===== config.mk =====
export PLATFORM = sky130hd
export DESIGN_NAME = axi_mem_arb2
export DESIGN_NICKNAME = d
export VERILOG_FILES = /design/src/rtl/axi_mem_arb2.sv
export SDC_FILE = /design/constraint.sdc
export NUM_CORES = 1
export LEC_CHECK = 0
export ABC_AREA = 0
export CORE_AREA = 2 2 466 468
export DETAILED_ROUTE_END_ITERATION = 8
export DIE_AREA = 0 0 468 470
export PLACE_DENSITY = 0.3
export SETUP_SLACK_MARGIN = 0.15
export SKIP_CTS_REPAIR_TIMING = 1
export SLEW_MARGIN = 20
export SYNTH_ARGS = -nofsm -noshare
export SYNTH_HDL_FRONTEND = slang
export SYNTH_SLANG_ARGS = --single-unit
export TNS_END_PERCENT = 5

===== constraint.sdc =====
create_clock -name CLK -period 1.84 [get_ports CLK]
set_input_delay 0.184 -clock CLK [delete_from_list [all_inputs] [get_ports CLK]]
set_output_delay 0.184 -clock CLK [all_outputs]
set_load 0.02 [all_outputs]

===== src/rtl/axi_mem_arb2.sv =====
// Two-master AXI4 arbiter in front of a single memory slave.
// Read and write paths each run an independent round-robin, transaction-locked FSM.
module axi_mem_arb2 #(
    parameter int AW = 32,
    parameter int DW = 128,
    parameter int IW = 4
) (
    input  logic            CLK,
    input  logic            RST,
    input  logic            M0_ARVALID,
    output logic            M0_ARREADY,
    input  logic [IW-1:0]   M0_ARID,
    input  logic [AW-1:0]   M0_ARADDR,
    input  logic [7:0]      M0_ARLEN,
    input  logic [2:0]      M0_ARSIZE,
    input  logic [1:0]      M0_ARBURST,
    output logic            M0_RVALID,
    input  logic            M0_RREADY,
    output logic [IW-1:0]   M0_RID,
    output logic [DW-1:0]   M0_RDATA,
    output logic [1:0]      M0_RRESP,
    output logic            M0_RLAST,
    input  logic            M0_AWVALID,
    output logic            M0_AWREADY,
    input  logic [IW-1:0]   M0_AWID,
    input  logic [AW-1:0]   M0_AWADDR,
    input  logic [7:0]      M0_AWLEN,
    input  logic [2:0]      M0_AWSIZE,
    input  logic [1:0]      M0_AWBURST,
    input  logic            M0_WVALID,
    output logic            M0_WREADY,
    input  logic [DW-1:0]   M0_WDATA,
    input  logic [DW/8-1:0] M0_WSTRB,
    input  logic            M0_WLAST,
    output logic            M0_BVALID,
    input  logic            M0_BREADY,
    output logic [IW-1:0]   M0_BID,
    output logic [1:0]      M0_BRESP,
    input  logic            M1_ARVALID,
    output logic            M1_ARREADY,
    input  logic [IW-1:0]   M1_ARID,
    input  logic [AW-1:0]   M1_ARADDR,
    input  logic [7:0]      M1_ARLEN,
    input  logic [2:0]      M1_ARSIZE,
    input  logic [1:0]      M1_ARBURST,
    output logic            M1_RVALID,
    input  logic            M1_RREADY,
    output logic [IW-1:0]   M1_RID,
    output logic [DW-1:0]   M1_RDATA,
    output logic [1:0]      M1_RRESP,
    output logic            M1_RLAST,
    input  logic            M1_AWVALID,
    output logic            M1_AWREADY,
    input  logic [IW-1:0]   M1_AWID,
    input  logic [AW-1:0]   M1_AWADDR,
    input  logic [7:0]      M1_AWLEN,
    input  logic [2:0]      M1_AWSIZE,
    input  logic [1:0]      M1_AWBURST,
    input  logic            M1_WVALID,
    output logic            M1_WREADY,
    input  logic [DW-1:0]   M1_WDATA,
    input  logic [DW/8-1:0] M1_WSTRB,
    input  logic            M1_WLAST,
    output logic            M1_BVALID,
    input  logic            M1_BREADY,
    output logic [IW-1:0]   M1_BID,
    output logic [1:0]      M1_BRESP,
    output logic            S_ARVALID,
    input  logic            S_ARREADY,
    output logic [IW-1:0]   S_ARID,
    output logic [AW-1:0]   S_ARADDR,
    output logic [7:0]      S_ARLEN,
    output logic [2:0]      S_ARSIZE,
    output logic [1:0]      S_ARBURST,
    input  logic            S_RVALID,
    output logic            S_RREADY,
    input  logic [IW-1:0]   S_RID,
    input  logic [DW-1:0]   S_RDATA,
    input  logic [1:0]      S_RRESP,
    input  logic            S_RLAST,
    output logic            S_AWVALID,
    input  logic            S_AWREADY,
    output logic [IW-1:0]   S_AWID,
    output logic [AW-1:0]   S_AWADDR,
    output logic [7:0]      S_AWLEN,
    output logic [2:0]      S_AWSIZE,
    output logic [1:0]      S_AWBURST,
    output logic            S_WVALID,
    input  logic            S_WREADY,
    output logic [DW-1:0]   S_WDATA,
    output logic [DW/8-1:0] S_WSTRB,
    output logic            S_WLAST,
    input  logic            S_BVALID,
    output logic            S_BREADY,
    input  logic [IW-1:0]   S_BID,
    input  logic [1:0]      S_BRESP,
    output logic [1:0]      RD_GNT,
    output logic [1:0]      WR_GNT
);

    typedef enum logic [1:0] {R_IDLE, R_ADDR, R_DATA} rdState_e;
    typedef enum logic [1:0] {W_IDLE, W_ADDR, W_DATA, W_RESP} wrState_e;

    rdState_e rdState_q, rdState_d;
    wrState_e wrState_q, wrState_d;
    logic     rdSel_q, rdSel_d, rdLast_q, rdLast_d;
    logic     wrSel_q, wrSel_d, wrLast_q, wrLast_d;

    // Round-robin pick: a lone requester wins; on contention the master not served last wins.
    function automatic logic pickMaster(input logic v0, input logic v1, input logic last);
        return (v0 && v1) ? ~last : v1;
    endfunction

    always_ff @(posedge CLK or posedge RST) begin
        if (RST) begin
            rdState_q <= R_IDLE;
            wrState_q <= W_IDLE;
            rdSel_q   <= 1'b0;
            wrSel_q   <= 1'b0;
            rdLast_q  <= 1'b1;
            wrLast_q  <= 1'b1;
        end else begin
            rdState_q <= rdState_d;
            wrState_q <= wrState_d;
            rdSel_q   <= rdSel_d;
            wrSel_q   <= wrSel_d;
            rdLast_q  <= rdLast_d;
            wrLast_q  <= wrLast_d;
        end
    end

    always_comb begin
        rdState_d = rdState_q;
        rdSel_d   = rdSel_q;
        rdLast_d  = rdLast_q;
        case (rdState_q)
            R_IDLE: if (M0_ARVALID || M1_ARVALID) begin
                rdSel_d   = pickMaster(M0_ARVALID, M1_ARVALID, rdLast_q);
                rdState_d = R_ADDR;
            end
            R_ADDR: if (S_ARVALID && S_ARREADY) rdState_d = R_DATA;
            R_DATA: if (S_RVALID && S_RREADY && S_RLAST) begin
                rdState_d = R_IDLE;
                rdLast_d  = rdSel_q;
            end
            default: rdState_d = R_IDLE;
        endcase
    end

    always_comb begin
        wrState_d = wrState_q;
        wrSel_d   = wrSel_q;
        wrLast_d  = wrLast_q;
        case (wrState_q)
            W_IDLE: if (M0_AWVALID || M1_AWVALID) begin
                wrSel_d   = pickMaster(M0_AWVALID, M1_AWVALID, wrLast_q);
                wrState_d = W_ADDR;
            end
            W_ADDR: if (S_AWVALID && S_AWREADY) wrState_d = W_DATA;
            W_DATA: if (S_WVALID && S_WREADY && S_WLAST) wrState_d = W_RESP;
            W_RESP: if (S_BVALID && S_BREADY) begin
                wrState_d = W_IDLE;
                wrLast_d  = wrSel_q;
            end
            default: wrState_d = W_IDLE;
        endcase
    end

    logic arPhase, rPhase, awPhase, wPhase, bPhase;
    assign arPhase = (rdState_q == R_ADDR);
    assign rPhase  = (rdState_q == R_DATA);
    assign awPhase = (wrState_q == W_ADDR);
    assign wPhase  = (wrState_q == W_DATA);
    assign bPhase  = (wrState_q == W_RESP);

    assign RD_GNT = (rdState_q == R_IDLE) ? 2'b00 : (rdSel_q ? 2'b10 : 2'b01);
    assign WR_GNT = (wrState_q == W_IDLE) ? 2'b00 : (wrSel_q ? 2'b10 : 2'b01);

    assign S_ARVALID  = arPhase & (rdSel_q ? M1_ARVALID : M0_ARVALID);
    assign S_ARID     = rdSel_q ? M1_ARID    : M0_ARID;
    assign S_ARADDR   = rdSel_q ? M1_ARADDR  : M0_ARADDR;
    assign S_ARLEN    = rdSel_q ? M1_ARLEN   : M0_ARLEN;
    assign S_ARSIZE   = rdSel_q ? M1_ARSIZE  : M0_ARSIZE;
    assign S_ARBURST  = rdSel_q ? M1_ARBURST : M0_ARBURST;
    assign M0_ARREADY = arPhase & ~rdSel_q & S_ARREADY;
    assign M1_ARREADY = arPhase &  rdSel_q & S_ARREADY;

    // Data/ID buses towards the idle master are forced to zero rather than left floating.
    assign S_RREADY  = rPhase & (rdSel_q ? M1_RREADY : M0_RREADY);
    assign M0_RVALID = rPhase & ~rdSel_q & S_RVALID;
    assign M1_RVALID = rPhase &  rdSel_q & S_RVALID;
    assign M0_RID    = (rPhase && !rdSel_q) ? S_RID   : '0;
    assign M0_RDATA  = (rPhase && !rdSel_q) ? S_RDATA : '0;
    assign M0_RRESP  = (rPhase && !rdSel_q) ? S_RRESP : '0;
    assign M0_RLAST  = rPhase & ~rdSel_q & S_RLAST;
    assign M1_RID    = (rPhase && rdSel_q) ? S_RID   : '0;
    assign M1_RDATA  = (rPhase && rdSel_q) ? S_RDATA : '0;
    assign M1_RRESP  = (rPhase && rdSel_q) ? S_RRESP : '0;
    assign M1_RLAST  = rPhase & rdSel_q & S_RLAST;

    assign S_AWVALID  = awPhase & (wrSel_q ? M1_AWVALID : M0_AWVALID);
    assign S_AWID     = wrSel_q ? M1_AWID    : M0_AWID;
    assign S_AWADDR   = wrSel_q ? M1_AWADDR  : M0_AWADDR;
    assign S_AWLEN    = wrSel_q ? M1_AWLEN   : M0_AWLEN;
    assign S_AWSIZE   = wrSel_q ? M1_AWSIZE  : M0_AWSIZE;
    assign S_AWBURST  = wrSel_q ? M1_AWBURST : M0_AWBURST;
    assign M0_AWREADY = awPhase & ~wrSel_q & S_AWREADY;
    assign M1_AWREADY = awPhase &  wrSel_q & S_AWREADY;

    // W is only opened after the AW handshake, so early W beats just wait at the master.
    assign S_WVALID  = wPhase & (wrSel_q ? M1_WVALID : M0_WVALID);
    assign S_WDATA   = wrSel_q ? M1_WDATA : M0_WDATA;
    assign S_WSTRB   = wrSel_q ? M1_WSTRB : M0_WSTRB;
    assign S_WLAST   = wPhase & (wrSel_q ? M1_WLAST : M0_WLAST);
    assign M0_WREADY = wPhase & ~wrSel_q & S_WREADY;
    assign M1_WREADY = wPhase &  wrSel_q & S_WREADY;

    assign S_BREADY  = bPhase & (wrSel_q ? M1_BREADY : M0_BREADY);
    assign M0_BVALID = bPhase & ~wrSel_q & S_BVALID;
    assign M1_BVALID = bPhase &  wrSel_q & S_BVALID;
    assign M0_BID    = (bPhase && !wrSel_q) ? S_BID   : '0;
    assign M0_BRESP  = (bPhase && !wrSel_q) ? S_BRESP : '0;
    assign M1_BID    = (bPhase && wrSel_q) ? S_BID   : '0;
    assign M1_BRESP  = (bPhase && wrSel_q) ? S_BRESP : '0;

endmodule


Word-level counts from Yosys, hierarchy flattened
Index checks and enable logic that the tools add are counted.
Cells by class
  eq/ne operators: 12
  mux-type cells: 43
  reductions and logical operators: 25
  bitwise gates (word level): 32
Operators by type and width (count)
  $mux W128: 3
  $mux W32: 2
  $mux W2: 17
  $and A1 B1 Y1: 28
  $mux W4: 6
  $mux W16: 1
  $mux W8: 2
  $logic_and A1 B1 Y1: 13
  $ne A2 B1 Y1 const B: 5
  $mux W1: 8
  $pmux W2 S4: 1
  $reduce_and A2 Y1: 4
  $eq A2 B2 Y1 const B: 3
  $mux W3: 2
  $pmux W2 S3: 1
  $eq A2 B1 Y1 const B: 2
  $logic_not A2 Y1: 2
  $ne A2 B2 Y1 const B: 2
  $not A1 Y1: 4
  $reduce_and A4 Y1: 1
  $reduce_and A3 Y1: 1
  $logic_not A1 Y1: 2
  $logic_or A1 B1 Y1: 2
Word-level totals
  flip-flop bits (word level): 8
  word-level logic and storage cells: 118
  output and inout bits: 544
  bits of input ports: 644

Depth between registers and ports, before layout
Gate-level depths: netlist of the first run.
  depth after elaboration: 6
  gate-level depth with buffers: 5
  gate-level depth less buffers: 5

Least setup slack after synthesis of the first run
OpenSTA, ideal clock, no wires.
  path type: register to register
  from: reg rdState_q[0]
  to: reg rdLast_q
  buffers on the path: 0
  cell stages (with the launch flop): 5
  arrival: 1.501 ns
  clock period less this slack: 1.585 ns
  slack: 0.255 ns
  library setup time: 0.085 ns
  cells stage by stage: dfrtp_1 -> nand2b_2 -> nor2_1 -> and3_1 -> mux2_1
Between the ends
  longest elaborated chain between the ends: 5
RTL lines
  start: declaration: line 104  | rdState_e rdState_q, rdState_d;
  start signal: assignment: line 123  | rdState_q <= rdState_d;
  $eq A2 B2 Y1: line 171  | assign rPhase = (rdState_q == R_DATA);
  $and A1 B1 Y1: line 189  | assign S_RREADY = rPhase & (rdSel_q ? M1_RREADY : M0_RREADY);
  via S_RREADY: line 76  | output logic S_RREADY,
  $logic_and A1 B1 Y1 (2 in series): line 142  | R_DATA: if (S_RVALID && S_RREADY && S_RLAST) begin
  $reduce_and A2 Y1 (no source line)
  end signal: assignment: line 127  | rdLast_q <= rdLast_d;
  end: declaration: line 106  | logic rdSel_q, rdSel_d, rdLast_q, rdLast_d;
The timed path passes the listed nets, and every way through them passes these cells.
A chain may end at the register's enable or synchronous reset.

Worst setup path after layout of the first run
  from: reg wrSel_q
  to: out S_AWSIZE[1]
Between the ends
  longest elaborated chain between the ends: 1
RTL lines
  start: declaration: line 107  | logic wrSel_q, wrSel_d, wrLast_q, wrLast_d;
  start signal: assignment: line 126  | wrSel_q <= wrSel_d;
  $mux W3: line 205  | assign S_AWSIZE = wrSel_q ? M1_AWSIZE : M0_AWSIZE;
  end: declaration: line 86  | output logic [2:0] S_AWSIZE,
No other way between the ends.

==> results of run 1 <==
## path summary, 6_finish.rpt
path | slack (ps) | from | cells after the start | to
max | -330 | wrSel_q | 3 | S_AWSIZE[1]
min | 260 | RST | 3 | rdState_q[1]
max reg2reg | -80 | wrSel_q | 5 | wrState_q[1]
min reg2reg | 520 | wrLast_q | 2 | wrLast_q
max in group asynchronous | 1250 | RST | 3 | wrLast_q
min in group CLK | 520 | wrLast_q | 2 | wrLast_q
## through the flow
step | power (W) | hold slack, ps
finish | 0.0209 | 258
CTS | 0.0216 | 266
detailed placement | 0.0210 | 498
global placement | 0.0210 | 506
global route | 0.0221 | 294
floorplan | 0.00803 | -1.77
## synth_stat cells, types with 2 or more instances
| master | number | area, um^2 |
|---|---|---|
| clkbuf_2 | 8 | 40.0 |
| nand3_1 | 2 | 10.0 |
| nand2_1 | 8 | 30.0 |
| nor2_4 | 2 | 22.5 |
| and2_1 | 281 | 1760 |
| mux2_1 | 3 | 33.8 |
| a32o_1 | 2 | 20.0 |
| nor2b_1 | 5 | 31.3 |
| dfrtp_1 | 6 | 150 |
| o21ai_0 | 2 | 10.0 |
| ha_1 | 4 | 50.1 |
| and3_1 | 12 | 75.1 |
| dfstp_2 | 2 | 52.6 |
| nor2_1 | 9 | 33.8 |
| buf_2 | 29 | 145 |
| mux2_2 | 243 | 2740 |
| mux2i_1 | 3 | 30.0 |
| clkbuf_1 | 21 | 78.8 |
| inv_1 | 4 | 15.0 |
## power breakdown
part | internal [W] | switching (W) | total, W
registers | 0.000284 | 0.000127 | 0.000411
clock network | 0.000288 | 0.000188 | 0.000476
logic | 0.00894 | 0.0111 | 0.0200
## sequential cells by signal, summed over array words and instances (netlist names)
register and flops:
wrLast_q 1, rdSel_q 1, rdState_q 2, wrState_q 2, rdLast_q 1, wrSel_q 1
## worst min-delay path: cells and delay by family
| kind | cells | cell delay [ps] |
|---|---|---|
| buf+inv | 3 | 730 |
## logic make-up (layout without fill, tap and decap cells)
family	Yosys count	after routing	share of synthesized area (%)
mux	250	250	51.7
simple gates	324	324	36.6
flops	8	8	3.72
compound gates	11	11	1.68
other cells	0	23	0
fa+ha+maj	4	4	0.919
buf+inv	63	1256	5.33
## layer usage
metal	routed length (um)	global-route usage (%)
met5	624	0
met4	2290	0.691
met3	19500	6.43
met2	77100	24.5
met1	51900	13.5
## area by class of cell
type	count	area, um^2	area share (%)
flip-flops and latches	8	210	0.952
well taps	2854	3570	16.2
repair buffers	1249	13100	59.4
diodes	23	57.6	0.261
clock buffers	3	75.1	0.340
inverters	4	15.0	0.0680
multi-input cells	589	5040	22.8
==> results.yml, run 1 <==
setup_path:
  critical_path_class: "reg -> out"
  worstPathRequired_ps: 1660
  crit_path_cell_trace: "buf_12 -> mux2_2 -> clkdlybuf4s50_1"
  critPathTopFamily: "buffers and inverters"
  path_buf_inv: 2
  crit_slowest_cell: "clkdlybuf4s50_1"
  end_kind: "output port"
  cp-start-kind: "flop"
  arrival_ps: 1990
  slowest_delay_ps: 540
  crit_fanout: 26
clock_tree:
  cts.sinks: 8
  cts_buffers: 3
  h-tree-depth: 1
  clk_pin_slew_worst_paths_ps: 60
  cts_buffer_depth: 2
  cts_tree: "built"
  clockRootBuffer: "clkbuf_16"
  insertion_delay_ps: 270
logic_synthesis:
  seq_area_frac_synth_pct: 3.72
  synthFlopType: "dfrtp_1"
  synth_edf_count: 0
  avgSynthCellArea_um2: 8.25
  ys_async_sr_fraction_pct: 100
  synth_warnings: 0
  synth_nets: 1308
  synth-seq-cells: 8
  netlist_area_mm2: 0.00545
  netlist_instances: 660
  ys_types: 33
layout:
  synthToLayoutAreaGrowth_pct: 305
  fillers: 25023
  utilization_pct: 10.2
  final_common_cell: "clkdlybuf4s50_1"
  drive_above_1_share_pct: 44.9
  instances_no_fill: 4730
  layout_common_cells: "clkdlybuf4s50_1, buf_4, and2_1"
  finalNetCount: 2503
  finalInstanceArea_mm2: 0.0221
drt:
  avgViaCountPerCell: 2.29
  routedWlPerCell_um: 32.0
  drcViolationCount: 0
  first_pass_iters: 4
  drt_iter0_drc: 309
  vias: 10822
  ant_nets: 0
  routed_wl_um: 151000
sta:
  drv_slew: 0
  worstMarginPinSlew_ps: 458
  fmax_ghz: 0.461
  timing_hold_violations_final: 0
  skew_ps: 0.370
  tns_ps: -59190
  setup_violations: 341
  rsz0062_at_grt: "yes"
  min_period_over_period_pct: 118
  layout_min_cycle_time_ps: 2170
  slew_headroom_pct: 69.4
  finalWorstSetupSlack_ps: -330
place:
  dp.final_hpwl_um: 144000
  place_area_mm2: 0.0220
  port_buffers: 1187
  post-place-ws_ps: -251
  dp.cells: 4695
  gp_congestion: 0.880
run_status:
  violations: "setup timing"
  status: "finished, violations left"
die:
  initial_utilization_pct: 2.52
  dieArea_mm2: 0.220
  die_w_um: 468
  pin_count: 1188
  row_count: 171
  core-area_mm2: 0.216
  die_h_um: 470
run:
  max_cap_violations: 0
pwr:
  vdd_drop_max_uv: 370
  static-leakage-power_nw: 8.41
  p_per_area_mw_per_mm2: 946
grt:
  grt_pass1_wl_um: 174000
  grt_pass1_vias: 11379
  grt_antenna_before_repair: 146
  grt_max_degree: 83
  grt_usage_pct: 13.1
  overflow: 0
worst_hold_path:
  min_path_type: "in -> async"
(Power assumes the default switching activity.)
==> run 2, diff against run 1 <==
Settings changed: CORE_AREA 2 2 466 468 to 2 2 468 470, DIE_AREA 0 0 468 470 to 0 0 470 472.
Clock period 1.84 ns to 2.8 ns, I/O delays scaled along.
==> results.yml, run 2 (same netlist as run 1, synthesis figures left out) <==
grt:
  grt_pass1_vias: 11220
  overflow: 0
  grt_antenna_before_repair: 183
  grt_pass1_wl_um: 175000
  grt_usage_pct: 13.0
  grt_max_degree: 137
sta:
  drv_slew: 0
  rsz0062_at_grt: "no"
  slew_headroom_pct: 61.2
  setup_violations: 0
  fmax_ghz: 0.385
  skew_ps: 0.493
  hold_ws_ps: 360
  layout_min_cycle_time_ps: 2600
  min_period_over_period_pct: 92.9
  worstMarginPinSlew_ps: 580
  timing_hold_violations_final: 0
clock_tree:
  clockRootBuffer: "clkbuf_16"
  cts_buffers: 3
  h-tree-depth: 1
  cts.sinks: 8
  insertion_delay_ps: 270
  cts_tree: "built"
  cts_buffer_depth: 2
  clk_pin_slew_worst_paths_ps: 60
worst_hold_path:
  min_path_type: "in -> async"
drt:
  routedWlPerCell_um: 32.1
  drcViolationCount: 0
  drt_iter0_drc: 416
  vias: 10810
  avgViaCountPerCell: 2.30
  first_pass_iters: 5
  ant_nets: 0
  routed_wl_um: 151000
layout:
  layout_common_cells: "clkdlybuf4s50_1, and2_1, mux2_2"
  drive_above_1_share_pct: 26.1
  fillers: 25117
  synthToLayoutAreaGrowth_pct: 301
  largestRegisters: "rdState_q x2, wrState_q x2"
  final_common_cell: "clkdlybuf4s50_1"
  finalNetCount: 2459
  utilization_pct: 10.1
setup_path:
  arrival_ps: 2320
  critical_path_class: "reg -> out"
  crit_fanout: 104
  worstPathRequired_ps: 2520
  reg2reg_setup_slack_ps: 860
  cp-start-kind: "flop"
  end_kind: "output port"
place:
  dp.final_hpwl_um: 143000
  port_buffers: 1187
  gp_congestion: 0.871
die:
  die_h_um: 472
  row_count: 171
  dieArea_mm2: 0.222
  core-area_mm2: 0.217
  die_w_um: 470
  initial_utilization_pct: 2.51
  pin_count: 1188
pwr:
  static-leakage-power_nw: 10.1
  p_per_area_mw_per_mm2: 589
  vdd_drop_max_uv: 374
run_status:
  status: "complete, no violations"
run:
  max_cap_violations: 0
run 2: cell count changes in the layout (fill, tap and decap cells not counted), sizes merged:
cell	delta
buf	-290
clkbuf	-38
dlymetal6s2s	+158
clkdlybuf4s50	+126
diode	+10
run 2: critical path, cell delays in order (launching register included):
cell and delay, ps:
dfrtp_1 430, nand2b_2 270, nor2_4 140, clkbuf_16 290, and2_1 190, clkdlybuf4s50_1 600
run 2: through the flow:
step                TNS (ps)  cell area (um^2)  instances  total power, W  setup WS (ps)
global route               0             21800       4675          0.0136            151
CTS                   -0.171             21300       4663          0.0135         -0.171
floorplan                  0              5450        660         0.00528           1150
global placement           0             21200       4660          0.0132            332
finish                     0             21800       4696          0.0129            199
detailed placement         0             21200       4660          0.0131            320
run 2: layout make-up:
cell class | instances | area (um^2) | share of cell area [%]
timing repair buffer | 1205 | 12900 | 59.2
multi-input combinational | 589 | 4950 | 22.7
inverter | 4 | 15.0 | 0.0688
clock buffer | 3 | 75.1 | 0.344
antenna | 33 | 82.6 | 0.378
sequential | 8 | 210 | 0.963
tap | 2854 | 3570 | 16.4
run 2: final timing paths:
check,to,cells past startpoint,from
setup / recovery,M0_RDATA[83],5,rdState_q[0]
min in group CLK,wrLast_q,2,wrLast_q
hold reg to reg,wrLast_q,2,wrLast_q
hold / removal,wrState_q[0],3,RST
setup reg to reg,wrState_q[1],5,wrSel_q
max in group asynchronous,rdLast_q,3,RST
run 2: where the power goes:
group	leakage (nW)	total [W]	internal, W	switching [W]
clock	0.0372	0.000317	0.000189	0.000128
combinational	10.0	0.0122	0.00529	0.00696
sequential	0.0896	0.000287	0.000187	0.000100
run 2: per-layer routing:
| layer | vias to the layer above | global-route usage [%] | wire, um |
|---|---|---|---|
| met2 | 951 | 24.0 | 76200 |
| met4 | 100 | 1.95 | 3300 |
| met5 | - | 0 | 659 |
| li1 | 4571 | - | - |
| met3 | 309 | 7.10 | 19000 |
| met1 | 4879 | 12.9 | 51400 |
